`src/rtl/bin2bcd_seq_if.sv`:
```
// Handshake bundle for the sequential binary-to-BCD converter.
//   slave  : converter side (accepts bin_in, produces bcd_out/lz_mask/ovf)
//   master : client side (drives bin_in/in_valid, consumes the result)
// Input channel : in_valid, in_ready, bin_in[BIN_W]
// Output channel: out_valid, out_ready, bcd_out[4*DIGITS], lz_mask[DIGITS], ovf
interface bin2bcd_seq_if #(
    parameter int unsigned BIN_W  = 16,
    parameter int unsigned DIGITS = 5
);
    logic                  in_valid;
    logic                  in_ready;
    logic [BIN_W-1:0]      bin_in;
    logic                  out_valid;
    logic                  out_ready;
    logic [4*DIGITS-1:0]   bcd_out;
    logic [DIGITS-1:0]     lz_mask;
    logic                  ovf;

    modport slave (
        input  in_valid, bin_in, out_ready,
        output in_ready, out_valid, bcd_out, lz_mask, ovf
    );

    modport master (
        output in_valid, bin_in, out_ready,
        input  in_ready, out_valid, bcd_out, lz_mask, ovf
    );
endinterface

```
`src/rtl/bin2bcd_seq.sv`:
```
// Multi-cycle binary-to-BCD converter (shift-and-add-3, one bit per clock).
// Time-shared between display fields through valid/ready handshakes; also
// produces a leading-zero blanking mask and a saturating overflow flag.
//   clk   : system clock, rising edge
//   rst_n : asynchronous active-low reset
//   bus   : bin2bcd_seq_if.slave (in_valid/in_ready/bin_in,
//           out_valid/out_ready/bcd_out/lz_mask/ovf)
module bin2bcd_seq #(
    parameter int unsigned BIN_W  = 16,
    parameter int unsigned DIGITS = 5
) (
    input  logic         clk,
    input  logic         rst_n,
    bin2bcd_seq_if.slave bus
);

    // Decimal digits needed to hold 2^w - 1.
    function automatic int unsigned dec_digits(input int unsigned w);
        longint unsigned m;
        int unsigned     n;
        m = (64'd1 << w) - 64'd1;
        n = 1;
        while (m >= 64'd10) begin
            m = m / 64'd10;
            n = n + 1;
        end
        return n;
    endfunction

    function automatic longint unsigned pow10(input int unsigned n);
        longint unsigned r;
        r = 64'd1;
        for (int unsigned i = 0; i < n; i++) r = r * 64'd10;
        return r;
    endfunction

    localparam int unsigned     SCR_DIGITS = dec_digits(BIN_W);
    localparam int unsigned     SCR_W      = 4 * SCR_DIGITS;
    localparam int unsigned     OUT_W      = 4 * DIGITS;
    localparam int unsigned     CAT_W      = SCR_W + BIN_W;
    localparam int unsigned     CNT_W      = $clog2(BIN_W + 1);
    localparam longint unsigned OVF_LIMIT  = pow10(DIGITS);

    typedef enum logic [1:0] {
        S_IDLE,
        S_SHIFT,
        S_DONE
    } state_e;

    state_e             state_q,     state_d;
    logic [BIN_W-1:0]   bin_q,       bin_d;
    logic [SCR_W-1:0]   scr_q,       scr_d;
    logic [CNT_W-1:0]   cnt_q,       cnt_d;
    logic               ovf_pend_q,  ovf_pend_d;
    logic               in_ready_q,  in_ready_d;
    logic               out_valid_q, out_valid_d;
    logic [OUT_W-1:0]   bcd_q,       bcd_d;
    logic [DIGITS-1:0]  lz_q,        lz_d;
    logic               ovf_q,       ovf_d;

    logic [SCR_W-1:0]   scr_adj;
    logic [CAT_W-1:0]   cat_sh;
    logic [SCR_W-1:0]   scr_shift;
    logic [BIN_W-1:0]   bin_shift;
    logic [OUT_W-1:0]   res_bcd;
    logic [DIGITS-1:0]  res_lz;
    logic               seen_nz;

    // Datapath: one double-dabble step and the result formatting it would yield.
    always_comb begin
        scr_adj = scr_q;
        for (int i = 0; i < int'(SCR_DIGITS); i++) begin
            if (scr_q[4*i +: 4] >= 4'd5) scr_adj[4*i +: 4] = scr_q[4*i +: 4] + 4'd3;
        end
        cat_sh    = {scr_adj, bin_q} << 1;
        scr_shift = cat_sh[CAT_W-1:BIN_W];
        bin_shift = cat_sh[BIN_W-1:0];

        // Scratch may be narrower or wider than the output; the cast pads or drops.
        res_bcd = ovf_pend_q ? {DIGITS{4'h9}} : OUT_W'(scr_shift);

        // Blank digit k only if it and every digit above it are zero; digit 0 stays lit.
        res_lz  = '0;
        seen_nz = 1'b0;
        for (int k = int'(DIGITS) - 1; k >= 1; k--) begin
            seen_nz   = seen_nz | (res_bcd[4*k +: 4] != 4'd0);
            res_lz[k] = ~seen_nz;
        end
    end

    // Next-state and registered-output logic.
    always_comb begin
        state_d     = state_q;
        bin_d       = bin_q;
        scr_d       = scr_q;
        cnt_d       = cnt_q;
        ovf_pend_d  = ovf_pend_q;
        in_ready_d  = in_ready_q;
        out_valid_d = out_valid_q;
        bcd_d       = bcd_q;
        lz_d        = lz_q;
        ovf_d       = ovf_q;

        case (state_q)
            S_IDLE: begin
                if (bus.in_valid) begin
                    bin_d      = bus.bin_in;
                    scr_d      = '0;
                    cnt_d      = CNT_W'(BIN_W);
                    ovf_pend_d = (64'(bus.bin_in) >= OVF_LIMIT);
                    in_ready_d = 1'b0;
                    state_d    = S_SHIFT;
                end
            end
            S_SHIFT: begin
                bin_d = bin_shift;
                scr_d = scr_shift;
                cnt_d = cnt_q - CNT_W'(1);
                // Last step: capture the result from the final shifted value.
                if (cnt_q == CNT_W'(1)) begin
                    bcd_d       = res_bcd;
                    lz_d        = res_lz;
                    ovf_d       = ovf_pend_q;
                    out_valid_d = 1'b1;
                    state_d     = S_DONE;
                end
            end
            S_DONE: begin
                if (bus.out_ready) begin
                    out_valid_d = 1'b0;
                    in_ready_d  = 1'b1;
                    state_d     = S_IDLE;
                end
            end
            default: begin
                state_d     = S_IDLE;
                in_ready_d  = 1'b1;
                out_valid_d = 1'b0;
            end
        endcase
    end

    // State and output registers.
    always_ff @(posedge clk or negedge rst_n) begin
        if (!rst_n) begin
            state_q     <= S_IDLE;
            bin_q       <= '0;
            scr_q       <= '0;
            cnt_q       <= '0;
            ovf_pend_q  <= 1'b0;
            in_ready_q  <= 1'b1;
            out_valid_q <= 1'b0;
            bcd_q       <= '0;
            lz_q        <= '0;
            ovf_q       <= 1'b0;
        end else begin
            state_q     <= state_d;
            bin_q       <= bin_d;
            scr_q       <= scr_d;
            cnt_q       <= cnt_d;
            ovf_pend_q  <= ovf_pend_d;
            in_ready_q  <= in_ready_d;
            out_valid_q <= out_valid_d;
            bcd_q       <= bcd_d;
            lz_q        <= lz_d;
            ovf_q       <= ovf_d;
        end
    end

    assign bus.in_ready  = in_ready_q;
    assign bus.out_valid = out_valid_q;
    assign bus.bcd_out   = bcd_q;
    assign bus.lz_mask   = lz_q;
    assign bus.ovf       = ovf_q;

endmodule
```
`src/flat_wrapper.sv`:
```
// flat-port wrapper written by rule: the top's interface ports become plain ports
module bin2bcd_seq_flat 
#(
    parameter int unsigned BIN_W  = 16,
    parameter int unsigned DIGITS = 5
)
  (clk, rst_n, bus_in_valid, bus_bin_in, bus_out_ready, bus_in_ready, bus_out_valid, bus_bcd_out, bus_lz_mask, bus_ovf);
  bin2bcd_seq_if #(.BIN_W(BIN_W), .DIGITS(DIGITS)) bus_i ();
  input  logic clk;
  input  logic rst_n;
  input wire logic [$bits(bus_i.in_valid)-1:0] bus_in_valid;
  input wire logic [$bits(bus_i.bin_in)-1:0] bus_bin_in;
  input wire logic [$bits(bus_i.out_ready)-1:0] bus_out_ready;
  output wire logic [$bits(bus_i.in_ready)-1:0] bus_in_ready;
  output wire logic [$bits(bus_i.out_valid)-1:0] bus_out_valid;
  output wire logic [$bits(bus_i.bcd_out)-1:0] bus_bcd_out;
  output wire logic [$bits(bus_i.lz_mask)-1:0] bus_lz_mask;
  output wire logic [$bits(bus_i.ovf)-1:0] bus_ovf;
  assign bus_i.in_valid = bus_in_valid;
  assign bus_i.bin_in = bus_bin_in;
  assign bus_i.out_ready = bus_out_ready;
  assign bus_in_ready = bus_i.in_ready;
  assign bus_out_valid = bus_i.out_valid;
  assign bus_bcd_out = bus_i.bcd_out;
  assign bus_lz_mask = bus_i.lz_mask;
  assign bus_ovf = bus_i.ovf;
  bin2bcd_seq #(.BIN_W(BIN_W), .DIGITS(DIGITS)) u_core (.clk(clk), .rst_n(rst_n), .bus(bus_i));
endmodule
```
`config.mk`:
```
export PLATFORM = sky130hd
export DESIGN_NAME = bin2bcd_seq_flat
export DESIGN_NICKNAME = d
export VERILOG_FILES = /design/src/rtl/bin2bcd_seq_if.sv /design/src/rtl/bin2bcd_seq.sv /design/src/flat_wrapper.sv
export SDC_FILE = /design/constraint.sdc
export NUM_CORES = 1
export LEC_CHECK = 0
export ABC_AREA = 1
export CAP_MARGIN = 25
export CORE_AREA = 2 2 95 97
export DETAILED_ROUTE_END_ITERATION = 10
export DIE_AREA = 0 0 97 99
export DONT_BUFFER_PORTS = 1
export PLACE_DENSITY_LB_ADDON = 0.25
export SLEW_MARGIN = 20
export SYNTH_ARGS = -nofsm -noshare
export SYNTH_HDL_FRONTEND = slang
export SYNTH_SLANG_ARGS = --single-unit
```
`constraint.sdc`:
```
create_clock -name clk -period 2.4 [get_ports clk]
set_clock_uncertainty 0.05 [all_clocks]
set_input_delay 0.36 -clock clk [delete_from_list [all_inputs] [get_ports clk]]
set_output_delay 0.36 -clock clk [all_outputs]
set_load 0.005 [all_outputs]
```
==> metrics.txt, run 1 <==
# TYPE chip_impl_metric gauge
chip_impl_metric{name="drv_slew",unit=""} 0
chip_impl_info{name="mostFrequentLayoutCell",value="sky130_fd_sc_hd__nand2_1"} 1
chip_impl_metric{name="comb_power_share",unit=""} 0.403
chip_impl_metric{name="placeableCoreArea",unit="µm²"} 8550
chip_impl_metric{name="detailedRoute.firstIterationViolations",unit=""} 106
chip_impl_metric{name="p_leak",unit="nW"} 1.82
chip_impl_metric{name="path_clk_slew",unit="ns"} 0.08
chip_impl_metric{name="worst-path-max-fanout",unit=""} 35
chip_impl_metric{name="clockPowerShare",unit=""} 0.215
chip_impl_metric{name="synthesis.area_per_instance",unit="µm²"} 8.79
chip_impl_metric{name="drtAntennaViolNets",unit=""} 0
chip_impl_metric{name="largest_net_degree_at_the_start_of_global_routing",unit=""} 70
chip_impl_metric{name="hold-path-cell-count",unit=""} 2
chip_impl_info{name="crit_family",value="simple AND/OR/NAND/NOR gates"} 1
chip_impl_metric{name="drt_drc_violations_left",unit=""} 0
chip_impl_metric{name="floorplan_row_count",unit=""} 34
chip_impl_metric{name="grt_antenna_before_repair",unit=""} 0
chip_impl_metric{name="clock-sinks",unit=""} 69
chip_impl_info{name="worstReg2RegStart",value="u_core.state_q[1]"} 1
chip_impl_metric{name="timing.max_cap.violations",unit=""} 0
chip_impl_info{name="kind_of_start_point_of_the_critical_path",value="flip-flop"} 1
chip_impl_metric{name="grt_first_pass_wirelength",unit="mm"} 12.6
chip_impl_info{name="path_cells",value="nor2_4 > inv_4 > nand2_4 > inv_2 > a22oi_1 > nand2_1"} 1
chip_impl_metric{name="crit_arrival",unit="ns"} 2.06
chip_impl_metric{name="global_route.overflow_total",unit=""} 0
chip_impl_metric{name="die_w",unit="µm"} 97
chip_impl_metric{name="die_y",unit="µm"} 99
chip_impl_info{name="tritoncts",value="yes"} 1
chip_impl_info{name="critical_path.endpoint_type",value="flip-flop"} 1
chip_impl_metric{name="area_delta_synth_final",unit="%"} 9.49
chip_impl_metric{name="totalNegativeSetupSlack",unit="ns"} 0
chip_impl_metric{name="finalNonFillerCells",unit=""} 497
chip_impl_metric{name="syn_inst",unit=""} 384
chip_impl_metric{name="wl_per_cell",unit="µm"} 13.8
chip_impl_metric{name="htreeDepth",unit=""} 3
chip_impl_metric{name="cp.required",unit="ns"} 2.59
chip_impl_metric{name="irDropWorstVdd",unit="mV"} 0.570
chip_impl_metric{name="synth-seq-area-share",unit=""} 0.512
chip_impl_metric{name="timing.critical_path.slowest_cell_delay",unit="ns"} 0.46
chip_impl_metric{name="cts_made_buffers",unit=""} 9
chip_impl_metric{name="num_vias",unit=""} 2540
chip_impl_info{name="cp_slowest_cell",value="sky130_fd_sc_hd__dfrtp_1"} 1
chip_impl_metric{name="final_net_count",unit=""} 416
chip_impl_metric{name="yosysWarningCount",unit=""} 0
chip_impl_info{name="synthFlopType",value="sky130_fd_sc_hd__dfrtp_1"} 1
chip_impl_info{name="rsz0062_at_grt",value="no"} 1
chip_impl_metric{name="reg2regPathDepth",unit=""} 6
chip_impl_metric{name="start_util",unit=""} 0.395
chip_impl_metric{name="synth.cell_area",unit="µm²"} 3370
chip_impl_metric{name="hpwl",unit="mm"} 4.71
chip_impl_metric{name="total_switching_power",unit="mW"} 2.19
chip_impl_info{name="worstReg2RegEnd",value="u_core.bin_q[9]"} 1
chip_impl_info{name="most-common-layout-cells",value="sky130_fd_sc_hd__nand2_1 (88), sky130_fd_sc_hd__dfrtp_1 (68), sky130_fd_sc_hd__inv_1 (53), sky130_fd_sc_hd__o21ai_0 (35), sky130_fd_sc_hd__nand3_1 (27)"} 1
chip_impl_info{name="hold_end",value="u_core.bin_q[8]"} 1
chip_impl_metric{name="setup.reg_to_reg.worst_slack",unit="ns"} 0.53
chip_impl_metric{name="boundaryPins",unit=""} 48
chip_impl_metric{name="critical_path_depth",unit=""} 6
chip_impl_metric{name="grtUsageTotal",unit=""} 0.161
chip_impl_metric{name="cts_max_path_buffers",unit=""} 2
chip_impl_metric{name="hold_viol_final",unit=""} 0
chip_impl_metric{name="power_per_cell_area",unit="nW/µm²"} 1440
chip_impl_metric{name="critical_path_buf_inv_count",unit=""} 2
chip_impl_metric{name="post-route-min-period",unit="ns"} 1.87
chip_impl_metric{name="final_wirelength",unit="mm"} 6.88
chip_impl_metric{name="yosys_register_bits",unit=""} 69
chip_impl_metric{name="final_min_period_over_clock_period",unit=""} 0.780
chip_impl_metric{name="fp.dieArea",unit="µm²"} 9600
chip_impl_metric{name="gp_routability_congestion",unit=""} 0.808
chip_impl_metric{name="drive_gt1_frac",unit=""} 0.0848
chip_impl_metric{name="dpl.cell_count",unit=""} 479
chip_impl_metric{name="first_pass_iters",unit=""} 4
chip_impl_metric{name="first_global_vias",unit=""} 2626
chip_impl_metric{name="p_sw_frac",unit=""} 0.411
chip_impl_metric{name="synth_edf_count",unit=""} 0
chip_impl_metric{name="achievable-frequency",unit="MHz"} 534
chip_impl_metric{name="netlist_cell_types",unit=""} 31
chip_impl_info{name="clock_tree.root_cell",value="sky130_fd_sc_hd__clkbuf_8"} 1
chip_impl_info{name="hold_class",value="primary input to flip-flop"} 1
chip_impl_metric{name="diode_count",unit=""} 0
chip_impl_info{name="run_status",value="finished clean"} 1
chip_impl_metric{name="power.share.sequential",unit=""} 0.383
chip_impl_metric{name="final_setup_violation_count",unit=""} 0
chip_impl_metric{name="clk-insertion-delay-late",unit="ns"} 0.36
chip_impl_metric{name="drt-vias-per-instance",unit=""} 5.11
chip_impl_info{name="cp_class",value="flip-flop to flip-flop"} 1
chip_impl_metric{name="power.internal",unit="mW"} 3.14
chip_impl_metric{name="placement.io_buffers",unit=""} 0
chip_impl_metric{name="synth-async-reset-ratio",unit=""} 1.00
chip_impl_info{name="min-delay-start",value="bus_bin_in[8]"} 1
==> layer usage <==
metal / track usage / vias up / part of all wire
met4: 0.0693 / 0 / 0.020
met1: 0.198 / 1207 / 0.45
li1: - / 1269 / -
met5: 0 / - / 0
met3: 0.0440 / 13 / 0.049
met2: 0.267 / 51 / 0.48
==> worst max-delay path by stage <==
stage | startpoint | to | slack (ns)
6_report | u_core.state_q[1] | u_core.bin_q[9] | 0.53
5_1_grt | u_core.state_q[1] | u_core.bin_q[6] | 0.32
3_3_place_gp | u_core.state_q[1] | u_core.bin_q[5] | 0.59
2_1_floorplan | u_core.scr_q[8] | u_core.bus.lz_mask[1] | 0.89
3_5_place_dp | u_core.state_q[1] | u_core.bin_q[9] | 0.52
4_1_cts | u_core.state_q[1] | u_core.bin_q[9] | 0.51
==> cells by family (layout without fill, tap and decap cells) <==
kind of cell               count (synthesis)  count (layout)  share of synthesized area
AOI/OAI and AO/OA                         78              78                      0.139
xor gates and xnor gates                   2               2                    0.00519
adders and majority gates                 12              12                     0.0445
buffers and inverters                     73              77                     0.0983
DFF                                       69              69                      0.512
muxes                                      1               1                    0.00297
other                                      1               2                    0.00111
and+or+nand+nor                          148             148                      0.197
==> timing repair <==
action / CTS / global route
resized for setup: 0 / 0
setup buffers: 0 / 0
hold endpoints to repair: 69 / 0
hold buffers: 2 / 0
==> flip-flops by register name (all words and copies together), names as in the netlist <==
register	flops
u_core.bus.bcd_out	20
u_core.scr_q	20
u_core.bin_q	16
u_core.cnt_q	5
u_core.bus.lz_mask	4
u_core.state_q	2
u_core.bus.in_ready	1
u_core.bus.out_valid	1
==> cells in the mapped netlist, types with 6 or more instances <==
cell / n / area share
sky130_fd_sc_hd__ha_1: 12 / 0.044
sky130_fd_sc_hd__nand2_1: 88 / 0.098
sky130_fd_sc_hd__inv_1: 53 / 0.059
sky130_fd_sc_hd__o21ai_0: 35 / 0.052
sky130_fd_sc_hd__nor2_1: 15 / 0.017
sky130_fd_sc_hd__a21oi_1: 6 / 0.0089
sky130_fd_sc_hd__o22ai_1: 20 / 0.037
sky130_fd_sc_hd__dfrtp_1: 68 / 0.50
sky130_fd_sc_hd__nand3_1: 27 / 0.040
sky130_fd_sc_hd__o221ai_1: 8 / 0.021
==> power groups by stage <==
stage | clock network (mW) | logic [mW] | registers [mW]
after global placement | 0 | 2.08 | 2.05
after floorplan | 0 | 1.80 | 1.97
after CTS | 1.18 | 2.18 | 2.05
after detailed placement | 0 | 2.15 | 2.07
after global routing | 1.23 | 2.54 | 2.12
final | 1.15 | 2.15 | 2.04
==> layout make-up <==
type                            count  area (µm²)
Fill cell                         849        4860
Inverter                           56         213
Sequential cell                    69        1730
Clock inverter                      6         113
Clock buffer                       10         128
Timing Repair Buffer                5        60.1
Multi-Input combinational cell    243        1320
Tap cell                          108         135
==> per-stage QoR <==
step	worst slack, ns	utilization	area (µm²)	total power [mW]	hold WS, ns
6_report	0.527	0.432	3690	5.34	0.101
3_3_place_gp	0.589	0.400	3420	4.13	0.0164
3_5_place_dp	0.519	0.400	3420	4.21	0.0163
5_1_grt	0.325	0.432	3690	5.89	0.109
4_1_cts	0.512	0.432	3690	5.41	0.0867
2_1_floorplan	0.889	-	3380	3.77	0.0144
No activity file was read; power rests on OpenSTA's default activity.
==> inputs of run 2 (changes only) <==
--- a/config.mk
+++ b/config.mk
@@ -5,11 +5,11 @@
 export SDC_FILE = /design/constraint.sdc
 export NUM_CORES = 1
 export LEC_CHECK = 0
-export ABC_AREA = 1
+export ABC_AREA = 0
 export CAP_MARGIN = 25
-export CORE_AREA = 2 2 95 97
+export CORE_AREA = 2 2 96 98
 export DETAILED_ROUTE_END_ITERATION = 10
-export DIE_AREA = 0 0 97 99
+export DIE_AREA = 0 0 98 100
 export DONT_BUFFER_PORTS = 1
 export PLACE_DENSITY_LB_ADDON = 0.25
 export SLEW_MARGIN = 20
==> constraint.sdc (replaced) <==
create_clock -name clk -period 1.7 [get_ports clk]
set_clock_uncertainty 0.05 [all_clocks]
set_input_delay 0.255 -clock clk [delete_from_list [all_inputs] [get_ports clk]]
set_output_delay 0.255 -clock clk [all_outputs]
set_load 0.005 [all_outputs]
==> run 2 against run 1 <==
- the run now ends with hold timing, setup timing left
- sequential cell count is the same
- sequential power grew 44%
- highest routed layer unchanged
- largest cell class unchanged
- global-route usage increased by 0.13 points
==> metrics.txt, run 2 <==
# TYPE chip_impl_metric gauge
chip_impl_metric{name="cp.required",unit="ns"} 1.91
chip_impl_metric{name="synthesis.area_per_instance",unit="µm²"} 9.46
chip_impl_info{name="synthFlopType",value="sky130_fd_sc_hd__dfrtp_1"} 1
chip_impl_metric{name="drt_drc_violations_left",unit=""} 0
chip_impl_metric{name="achievable-frequency",unit="MHz"} 586
chip_impl_metric{name="cts_max_path_buffers",unit=""} 2
chip_impl_info{name="most-common-layout-cells",value="sky130_fd_sc_hd__dfrtp_1 (66), sky130_fd_sc_hd__o21ai_0 (57), sky130_fd_sc_hd__nand2_1 (48), sky130_fd_sc_hd__buf_4 (41), sky130_fd_sc_hd__a21oi_1 (25)"} 1
chip_impl_metric{name="final_setup_violation_count",unit=""} 1
chip_impl_info{name="synth_most_common_cell",value="sky130_fd_sc_hd__dfrtp_1"} 1
chip_impl_metric{name="hold_viol_final",unit=""} 69
chip_impl_metric{name="timing.max_cap.violations",unit=""} 0
chip_impl_info{name="mostFrequentLayoutCell",value="sky130_fd_sc_hd__dfrtp_1"} 1
chip_impl_metric{name="yosys_register_bits",unit=""} 69
chip_impl_info{name="kind_of_start_point_of_the_critical_path",value="flip-flop"} 1
chip_impl_metric{name="netlist_cell_types",unit=""} 42
chip_impl_metric{name="setup.reg_to_reg.worst_slack",unit="ns"} -0.007
chip_impl_metric{name="reg2regPathDepth",unit=""} 6
chip_impl_info{name="cp_class",value="flip-flop to flip-flop"} 1
chip_impl_metric{name="yosysTopAreaCellShare",unit=""} 0.497
chip_impl_metric{name="floorplan_row_count",unit=""} 35
chip_impl_metric{name="drv_slew",unit=""} 0
chip_impl_metric{name="placeableCoreArea",unit="µm²"} 8890
chip_impl_info{name="endpoint",value="u_core.bus.lz_mask[1]"} 1
chip_impl_metric{name="first_global_vias",unit=""} 2608
chip_impl_info{name="failed_checks",value="hold timing, setup timing"} 1
chip_impl_info{name="setup_crit_start",value="u_core.scr_q[0]"} 1
chip_impl_info{name="rsz0062_at_grt",value="yes"} 1
chip_impl_metric{name="htreeDepth",unit=""} 3
chip_impl_metric{name="start_util",unit=""} 0.385
chip_impl_info{name="post_synth_most_frequent_cells",value="sky130_fd_sc_hd__dfrtp_1 (68), sky130_fd_sc_hd__o21ai_0 (67), sky130_fd_sc_hd__nand2_1 (52)"} 1
chip_impl_metric{name="worst-path-max-fanout",unit=""} 4
chip_impl_metric{name="drive_gt1_frac",unit=""} 0.244
chip_impl_info{name="synth_largest_area_cell",value="sky130_fd_sc_hd__dfrtp_1"} 1
chip_impl_metric{name="cts_made_buffers",unit=""} 9
chip_impl_metric{name="largest_net_degree_at_the_start_of_global_routing",unit=""} 70
chip_impl_metric{name="global_route.overflow_total",unit=""} 0
chip_impl_metric{name="detailedRoute.firstIterationViolations",unit=""} 119
chip_impl_metric{name="final_min_period_over_clock_period",unit=""} 1.00
chip_impl_metric{name="first_pass_iters",unit=""} 4
chip_impl_metric{name="die_w",unit="µm"} 98
chip_impl_metric{name="syn_inst",unit=""} 362
chip_impl_metric{name="boundaryPins",unit=""} 48
chip_impl_info{name="crit_family",value="compound AO/OA/AOI/OAI gates"} 1
chip_impl_info{name="worstReg2RegEnd",value="u_core.bus.lz_mask[1]"} 1
chip_impl_metric{name="clk-insertion-delay-late",unit="ns"} 0.35
chip_impl_info{name="tritoncts",value="yes"} 1
chip_impl_metric{name="grt_antenna_before_repair",unit=""} 0
chip_impl_metric{name="critical_path_depth",unit=""} 6
chip_impl_metric{name="crit_arrival",unit="ns"} 1.92
chip_impl_metric{name="grtUsageTotal",unit=""} 0.162
chip_impl_metric{name="synth-async-reset-ratio",unit=""} 1.00
chip_impl_metric{name="fp.dieArea",unit="µm²"} 9800
chip_impl_metric{name="dpl.cell_count",unit=""} 490
chip_impl_metric{name="area_delta_synth_final",unit="%"} 23.8
chip_impl_metric{name="drt-vias-per-instance",unit=""} 5.21
chip_impl_metric{name="placement.io_buffers",unit=""} 0
chip_impl_metric{name="timing.critical_path.slowest_cell_delay",unit="ns"} 0.41
chip_impl_metric{name="hpwl",unit="mm"} 4.97
chip_impl_metric{name="wl_per_cell",unit="µm"} 15.1
chip_impl_info{name="worstReg2RegStart",value="u_core.scr_q[0]"} 1
chip_impl_metric{name="drtAntennaViolNets",unit=""} 0
chip_impl_metric{name="layout.cell_area.non_filler",unit="µm²"} 4240
chip_impl_metric{name="p_leak",unit="nW"} 1.88
chip_impl_metric{name="yosysWarningCount",unit=""} 0
chip_impl_metric{name="die_y",unit="µm"} 100
chip_impl_info{name="yosys-top-cells-area",value="sky130_fd_sc_hd__dfrtp_1 (50%), sky130_fd_sc_hd__o21ai_0 (9.8%), sky130_fd_sc_hd__nand2_1 (5.7%)"} 1
chip_impl_info{name="run_status",value="finished with violations"} 1
chip_impl_metric{name="final_wirelength",unit="mm"} 7.82
chip_impl_metric{name="finalHoldWorstSlack",unit="ns"} -0.455
chip_impl_info{name="critical_path.endpoint_type",value="flip-flop"} 1
chip_impl_metric{name="num_vias",unit=""} 2692
chip_impl_metric{name="synth.cell_area",unit="µm²"} 3430
chip_impl_metric{name="power_per_cell_area",unit="nW/µm²"} 1880
chip_impl_metric{name="worst_slack",unit="ns"} -0.00677
chip_impl_info{name="path_cells",value="ha_1 > nand2b_1 > nor3b_1 > a21oi_1 > o211ai_1 > o31ai_2"} 1
chip_impl_metric{name="critical_path_buf_inv_count",unit=""} 0
chip_impl_info{name="hold_class",value="primary input to asynchronous set/reset pin"} 1
chip_impl_metric{name="final_net_count",unit=""} 433
chip_impl_info{name="cp_slowest_cell",value="sky130_fd_sc_hd__dfrtp_1"} 1
chip_impl_metric{name="clock-sinks",unit=""} 69
chip_impl_info{name="clock_tree.root_cell",value="sky130_fd_sc_hd__clkbuf_8"} 1
chip_impl_metric{name="placed_area",unit="µm²"} 3770
chip_impl_metric{name="finalNonFillerCells",unit=""} 517
chip_impl_metric{name="path_clk_slew",unit="ns"} 0.08
chip_impl_metric{name="hold_buffers",unit=""} 1
chip_impl_metric{name="gp_routability_congestion",unit=""} 0.815
chip_impl_metric{name="post-route-min-period",unit="ns"} 1.71
chip_impl_metric{name="synth_edf_count",unit=""} 0
chip_impl_metric{name="grt_first_pass_wirelength",unit="mm"} 12.9
chip_impl_metric{name="synth-seq-area-share",unit=""} 0.504
chip_impl_metric{name="diode_count",unit=""} 0
chip_impl_metric{name="irDropWorstVdd",unit="mV"} 0.946
[run 2: cell families after synthesis]
group	count (synthesis)	synth area share
compound gates	126	0.211
simple gates	106	0.161
flops	69	0.504
buf+inv	35	0.0413
fa+ha+maj	12	0.0438
mux	7	0.0223
xor+xnor	6	0.0153
other cells	1	0.00109
[run 2: power by group]
part           leakage [nW]  internal (mW)  switching (mW)
clock                 0.116          0.903           0.637
sequential            0.882           2.32           0.622
combinational         0.878           1.76            1.74
total                  1.88           4.99            3.00
[run 2: cell type report]
| type | count | area, µm² |
|---|---|---|
| clock inverters | 4 | 70.1 |
| multi-input cells | 259 | 1670 |
| well taps | 111 | 139 |
| repair buffers | 47 | 418 |
| clock buffers | 12 | 155 |
| flip-flops and latches | 69 | 1730 |
| fillers | 835 | 4650 |
| inverters | 15 | 56.3 |
[run 2: worst min path at each step]
stage                from                endpoint  depth (start not counted)
floorplan           rst_n         u_core.bin_q[0]                          0
global placement    rst_n  u_core.bus.bcd_out[14]                          0
detailed placement  rst_n  u_core.bus.bcd_out[15]                          0
CTS                 rst_n  u_core.bus.bcd_out[15]                          0
global route        rst_n  u_core.bus.bcd_out[15]                          0
finish              rst_n  u_core.bus.bcd_out[15]                          0
[run 2: worst reg2reg max path: cells and delay by family (launching register included)]
kind / cells / cell delay, ns
adders and majority gates: 1 / 0.20
AOI/OAI and AO/OA: 3 / 0.65
and+or+nand+nor: 2 / 0.30
DFF: 1 / 0.41
[run 2: per-layer routing]
layer | up-vias | part of all wire | GRT usage
met5 | - | 0 | 0
met4 | 0 | 0.011 | 0.0556
met3 | 9 | 0.056 | 0.0564
met2 | 53 | 0.47 | 0.256
met1 | 1291 | 0.46 | 0.210
li1 | 1339 | - | -
[run 2: timing repair]
| action | 4_1_cts | 5_1_grt |
|---|---|---|
| hold endpoints to repair | 70 | 69 |
| pin swaps | 8 | 9 |
| setup buffers | 4 | 5 |
| resized for setup | 8 | 40 |
| cloned | 0 | 1 |
| endpoints found under the setup margin | 5 | 30 |
[run 2: per-stage QoR]
stage / worst slack, ns / utilization / power (mW) / setup TNS [ns]
2_1_floorplan: -0.00915 / - / 4.84 / -0.00915
3_3_place_gp: -0.0492 / 0.424 / 5.94 / -0.0757
3_5_place_dp: -0.119 / 0.424 / 6.03 / -0.294
4_1_cts: -0.0425 / 0.455 / 7.72 / -0.0751
5_1_grt: -0.150 / 0.477 / 8.63 / -0.539
6_report: -0.00677 / 0.477 / 7.98 / -0.00677
